<file path="src/rtl/vga_timing_pkg.sv">
// Default 640x480@60 raster geometry shared by the timing generator, sprite renderers and
// collision logic, plus a small window-compare helper.
package vga_timing_pkg;

  localparam int VGA_H_VISIBLE = 640;
  localparam int VGA_H_FP      = 16;
  localparam int VGA_H_SYNC    = 96;
  localparam int VGA_H_BP      = 48;
  localparam int VGA_V_VISIBLE = 480;
  localparam int VGA_V_FP      = 10;
  localparam int VGA_V_SYNC    = 2;
  localparam int VGA_V_BP      = 33;

  localparam int VGA_H_TOTAL = VGA_H_VISIBLE + VGA_H_FP + VGA_H_SYNC + VGA_H_BP;
  localparam int VGA_V_TOTAL = VGA_V_VISIBLE + VGA_V_FP + VGA_V_SYNC + VGA_V_BP;

  // Sync windows are half-open: [START, END)
  localparam int VGA_H_SYNC_START = VGA_H_VISIBLE + VGA_H_FP;
  localparam int VGA_H_SYNC_END   = VGA_H_SYNC_START + VGA_H_SYNC;
  localparam int VGA_V_SYNC_START = VGA_V_VISIBLE + VGA_V_FP;
  localparam int VGA_V_SYNC_END   = VGA_V_SYNC_START + VGA_V_SYNC;

  function automatic logic in_window(input logic [9:0] val, input logic [10:0] lo,
                                     input logic [10:0] hi);
    return ({1'b0, val} >= lo) && ({1'b0, val} < hi);
  endfunction

endpackage

</file>
<file path="src/rtl/clk_enable_div.sv">
// Board-clock divider producing a registered one-clk enable every DIV clocks.
module clk_enable_div #(
  parameter int DIV = 2
) (
  input  logic clk,
  input  logic reset,
  output logic en
);

  localparam int CW = (DIV > 1) ? $clog2(DIV) : 1;
  localparam logic [CW-1:0] LAST = CW'(DIV - 1);
  localparam logic [CW-1:0] ZERO = CW'(0);
  localparam logic [CW-1:0] ONE  = CW'(1);

  logic [CW-1:0] div_r;
  logic [CW-1:0] div_nxt_s;

  // Wrapping divider count
  always_comb begin
    div_nxt_s = div_r;
    if (div_r == LAST) begin
      div_nxt_s = ZERO;
    end else begin
      div_nxt_s = div_r + ONE;
    end
  end

  // en is registered from the next count so it is high exactly while div_r == LAST
  always_ff @(posedge clk) begin
    if (!reset) begin
      div_r <= ZERO;
      en    <= 1'b0;
    end else begin
      div_r <= div_nxt_s;
      en    <= (div_nxt_s == LAST);
    end
  end

endmodule

</file>
<file path="src/rtl/vga_timing_gen.sv">
// Raster timing source: pixel/line counters with sync, blanking, line/frame strobes and a
// frame counter, all registered so they line up with the counters in the same clk.
module vga_timing_gen
  import vga_timing_pkg::*;
#(
  parameter int CLK_DIV   = 2,
  parameter int H_VISIBLE = VGA_H_VISIBLE,
  parameter int H_FP      = VGA_H_FP,
  parameter int H_SYNC    = VGA_H_SYNC,
  parameter int H_BP      = VGA_H_BP,
  parameter int V_VISIBLE = VGA_V_VISIBLE,
  parameter int V_FP      = VGA_V_FP,
  parameter int V_SYNC    = VGA_V_SYNC,
  parameter int V_BP      = VGA_V_BP
) (
  input  logic       clk,
  input  logic       reset,
  output logic       pix_en,
  output logic [9:0] h_counter,
  output logic [9:0] v_counter,
  output logic       hsync,
  output logic       vsync,
  output logic       video_on,
  output logic       line_tick,
  output logic       frame_tick,
  output logic [7:0] frame_count
);

  localparam int H_TOTAL = H_VISIBLE + H_FP + H_SYNC + H_BP;
  localparam int V_TOTAL = V_VISIBLE + V_FP + V_SYNC + V_BP;

  if (H_TOTAL > 1024 || V_TOTAL > 1024 || CLK_DIV < 1) begin : g_bad_params
    $error("vga_timing_gen: raster exceeds 10-bit counters or CLK_DIV < 1");
  end

  localparam logic [9:0]  H_LAST    = 10'(H_TOTAL - 1);
  localparam logic [9:0]  V_LAST    = 10'(V_TOTAL - 1);
  localparam logic [10:0] H_VIS_END = 11'(H_VISIBLE);
  localparam logic [10:0] V_VIS_END = 11'(V_VISIBLE);
  localparam logic [10:0] HS_START  = 11'(H_VISIBLE + H_FP);
  localparam logic [10:0] HS_END    = 11'(H_VISIBLE + H_FP + H_SYNC);
  localparam logic [10:0] VS_START  = 11'(V_VISIBLE + V_FP);
  localparam logic [10:0] VS_END    = 11'(V_VISIBLE + V_FP + V_SYNC);

  logic [9:0] h_nxt_s;
  logic [9:0] v_nxt_s;
  logic       hsync_nxt_s;
  logic       vsync_nxt_s;
  logic       video_nxt_s;
  logic       line_nxt_s;
  logic       frame_nxt_s;

  clk_enable_div #(.DIV(CLK_DIV)) u_div (
    .clk   (clk),
    .reset (reset),
    .en    (pix_en)
  );

  // Next counter position and the outputs decoded from it
  always_comb begin
    h_nxt_s = h_counter;
    v_nxt_s = v_counter;
    if (pix_en) begin
      if (h_counter == H_LAST) begin
        h_nxt_s = 10'd0;
        if (v_counter == V_LAST) begin
          v_nxt_s = 10'd0;
        end else begin
          v_nxt_s = v_counter + 10'd1;
        end
      end else begin
        h_nxt_s = h_counter + 10'd1;
        v_nxt_s = v_counter;
      end
    end else begin
      h_nxt_s = h_counter;
      v_nxt_s = v_counter;
    end
    hsync_nxt_s = !in_window(h_nxt_s, HS_START, HS_END);
    vsync_nxt_s = !in_window(v_nxt_s, VS_START, VS_END);
    video_nxt_s = in_window(h_nxt_s, 11'd0, H_VIS_END) && in_window(v_nxt_s, 11'd0, V_VIS_END);
    line_nxt_s  = pix_en && (h_nxt_s == 10'd0);
    frame_nxt_s = line_nxt_s && (v_nxt_s == 10'd0);
  end

  // Decoded outputs only refresh on pixel steps, so the post-reset (0,0) pixel stays blanked
  always_ff @(posedge clk) begin
    if (!reset) begin
      h_counter   <= 10'd0;
      v_counter   <= 10'd0;
      hsync       <= 1'b1;
      vsync       <= 1'b1;
      video_on    <= 1'b0;
      line_tick   <= 1'b0;
      frame_tick  <= 1'b0;
      frame_count <= 8'd0;
    end else begin
      h_counter  <= h_nxt_s;
      v_counter  <= v_nxt_s;
      line_tick  <= line_nxt_s;
      frame_tick <= frame_nxt_s;
      if (pix_en) begin
        hsync    <= hsync_nxt_s;
        vsync    <= vsync_nxt_s;
        video_on <= video_nxt_s;
      end
      if (frame_nxt_s) begin
        frame_count <= frame_count + 8'd1;
      end
    end
  end

endmodule
</file>
<file path="config.mk">
export PLATFORM = sky130hd
export DESIGN_NAME = vga_timing_gen
export DESIGN_NICKNAME = d
export VERILOG_FILES = /design/src/rtl/vga_timing_pkg.sv /design/src/rtl/clk_enable_div.sv /design/src/rtl/vga_timing_gen.sv
export SDC_FILE = /design/constraint.sdc
export NUM_CORES = 1
export LEC_CHECK = 0
export ABC_AREA = 1
export BUFFER_PORTS_ARGS = -buffer_cell sky130_fd_sc_hd__buf_4
export CORE_UTILIZATION = 45
export DETAILED_ROUTE_END_ITERATION = 8
export PLACE_DENSITY_LB_ADDON = 0.05
export SLEW_MARGIN = 20
export SYNTH_ARGS = -nofsm -noshare
export SYNTH_HDL_FRONTEND = slang
export SYNTH_SLANG_ARGS = --single-unit
</file>
<file path="constraint.sdc">
create_clock -name clk -period 3.2 [get_ports clk]
set_input_delay 0.16 -clock clk [delete_from_list [all_inputs] [get_ports clk]]
set_output_delay 0.16 -clock clk [all_outputs]
set_load 0.02 [all_outputs]
</file>
==> results.md <==
* Status: finished with violations
* Failing checks: DRC
* Hold_sp: reset
* Crit Path Class: reg2reg
* Core Region at 4470 sq um
* Share of the synthesized area in the top cell type at 31.7%
* Resize count post-CTS at 0
* Max-cap violations at 0
* Worst-skew pair later-pin latency at 0.28 ns
* Setup TNS at 0 ns
* Root buf cell: clkbuf_8
* Port bufs at 35
* Worst stage delay on the critical path at 0.74 ns
* Slew headroom at 57.0%
* Worst hold path depth at 4
* Average cell area after synthesis at 6.93 sq um
* CTS tree: yes
* R2R depth at 11
* Placed Cells at 393
* Clk_skew at 0.00626 ns
* Die X at 71.1 um
* Std-Cell Rows at 24
* Worst setup margin at 0.875 ns
* Drt pass-1 iters at 6
* Post-route design area at 2550 sq um
* Cell family with most CP delay: simple AND/OR/NAND/NOR gates
* FF+latch count, synth at 34
* Worst Hold End: hsync
* Switching share of total power at 25.5%
* Post-synth cell types at 31
* Synth area leader: dfxtp_1
* Num CTS Buffers at 5
* Post-Syn Nets at 316
* P_int at 0.627 mW
* EDFF count, synth at 0
* Largest net degree at the start of global routing at 18
* RSZ-0062 raised after global routing: no
* Syn Std Cell Area at 2150 sq um
* Crit end category: register
* Hold Fails Final Rpt at 0
* Global-route wire length before repair at 8810 um
* Synth area leaders: dfxtp_1 32%, nand2_1 12%, nor2_1 8.9%
* Min-delay worst type: in2reg
* Routed wire per std cell at 12.4 um
* Reg2Reg Setup Slack at 0.87 ns
* Buf/Inv on CP at 1
* Share of post-route cells with drive strength above 1 at 24.6%
* Clk pin slew, worst setup/hold paths at 0.07 ns
* CTS HTree Levels at 2
* # diodes at 0
* Final setup fails at 0
* Reg-to-Reg Start: u_div.en
* LEAKAGE at 1.27 nW
* DR vias/cell at 5.11
* Routed Antenna Nets at 0
* Synth Flop Type: dfxtp_1
* Place WS at 0.894 ns
* Die H at 71.1 um
* Seq/Total Area, Yosys at 31.7%
* FF-to-FF End: frame_count[5]
* Min Tclk post-route at 2.33 ns
* Critical path launch point type: register
* Hold slack at 0.248 ns
* Final GP Congestion at 0.861
* Final wirelength at 4990 um
* Clock buffer depth at 2
* Post-Syn Instances at 310
* Cell Pwr Density at 330 nW/um^2
* Period utilization at 72.7%
* CP Cell Sequence: nand3_2, nor2_4, nand2_4, nand3_1, nand2_1, inv_1, nand3_2, nor2_8, nand3_4, nand2_1, a21oi_1
* # Post-CTS Setup Buffers at 0
* NetSw at 0.215 mW
* Post-Layout Cell Count at 401
* Initial antenna violation count at 0
* Initial Util at 48.0%
* Fmax at 430 MHz
* Vias in the first global route at 1,869
* Die area at 5050 sq um
* Layout Utilization at 57.0%
* Clk pwr share at 39.6%
* Initial DRC count at 86
* Comb pwr share at 8.2%
* WP data required at 3.37 ns
* Slew of the pin with the lowest slew margin at 0.645 ns
* Reg power frac at 52.2%
* Cell Area, Placed at 2450 sq um
* Layout area overhead at 18.8%
* CTS sink count at 34
* Critical path fanouts, max at 17
* Synthesis warning total at 0
* Tot GR Track Use at 21.9%
* Max VDD drop at 0.000233 V
* Worst path arrival time at 2.50 ns
* Detail Placement HPWL at 3820 um
* CTS Hold Bufs at 0
* DRC errors left at 3
* Number of placed I/O pins at 36
* Grt ovf at 0
* Fin. max-slew vios at 0
* Total number of vias at 2,049
* Slowest CP cell: dfxtp_1
* Nets at 354
* Tot Pwr at 0.842 mW
* Asr flop ratio synth at 0%
cell usage in the layout, fill, tap and decap left out, drive strengths merged, types with 4 or more instances in the layout:
cell,synthesis,routed
ha,4,4
nor2,63,63
inv,35,35
a21oi,15,15
nand2,80,80
buf,2,36
nand4,10,10
clkbuf,3,6
nand3,42,42
nor3,6,6
dfxtp,34,34
worst max path at each step:
stage	start	end	slack, ns	cells after the start
after CTS	u_div.en	frame_count[1]	0.88	11
after global placement	u_div.en	frame_count[4]	0.94	13
after global routing	u_div.en	frame_count[4]	0.62	11
after detailed placement	u_div.en	frame_count[5]	0.89	11
after floorplan	h_counter[1]	frame_count[3]	1.14	12
final	u_div.en	frame_count[5]	0.87	11
logic make-up (layout without fill, tap and decap cells):
family,after synthesis,after routing,synth area share [%]
AOI/OAI and AO/OA,22,22,6.00
DFF,34,34,31.7
adders and majority gates,4,4,2.33
and+or+nand+nor,204,204,49.9
buffers and inverters,40,79,7.63
xor gates and xnor gates,6,6,2.45
synth_stat cells, types with 3 or more instances:
cell,count
a21oi_1,13
o21bai_1,3
inv_1,29
nand2_2,8
nor2_8,3
nand2_1,68
dfxtp_1,34
nor2_1,51
inv_2,5
nor2_2,3
nor3_1,6
nand3_2,7
xnor2_1,3
nand3_1,33
nor2_4,6
nand4_1,10
clkbuf_1,3
nand2_4,4
xor2_1,3
ha_1,4
power groups by stage:
| stage | logic [mW] | clock network, mW | registers (mW) |
|---|---|---|---|
| CTS | 0.0698 | 0.344 | 0.440 |
| floorplan | 0.0456 | 0 | 0.453 |
| finish | 0.0690 | 0.333 | 0.440 |
| detailed placement | 0.0695 | 0 | 0.449 |
| global placement | 0.0693 | 0 | 0.449 |
| global route | 0.0756 | 0.363 | 0.441 |
per-layer routing:
layer	share of wire, %	wire, um	up-vias	global-route usage, %
li1	-	-	1076	-
met1	51	2540	917	32.0
met2	44	2180	51	33.2
met3	4.5	224	5	4.42
met4	0.92	46	0	5.33
met5	0	0	-	0
flip-flops by register name (all words and copies together) (netlist names):
| name | flops |
|---|---|
| u_div.en | 1 |
| v_counter | 10 |
| vsync | 1 |
| line_tick | 1 |
| video_on | 1 |
| h_counter | 10 |
| hsync | 1 |
| frame_tick | 1 |
| frame_count | 8 |
area by class of cell:
type	instances	area, sq um
fill	451	1920
multi-input combinational	236	1300
sequential	34	681
timing repair buffer	36	270
inverter	35	136
clock buffer	6	82.6
tap	52	65.1
clock inverter	2	12.5
worst register-to-register path, stage by stage (launching register included):
cell and delay [ns]:
dfxtp_1 0.74, nand3_2 0.20, nor2_4 0.19, nand2_4 0.12, nand3_1 0.24, nand2_1 0.08, inv_1 0.07, nand3_2 0.12
nor2_8 0.18, nand3_4 0.14, nand2_1 0.08, a21oi_1 0.06
Note: power is estimated with default switching activity, not from simulation.
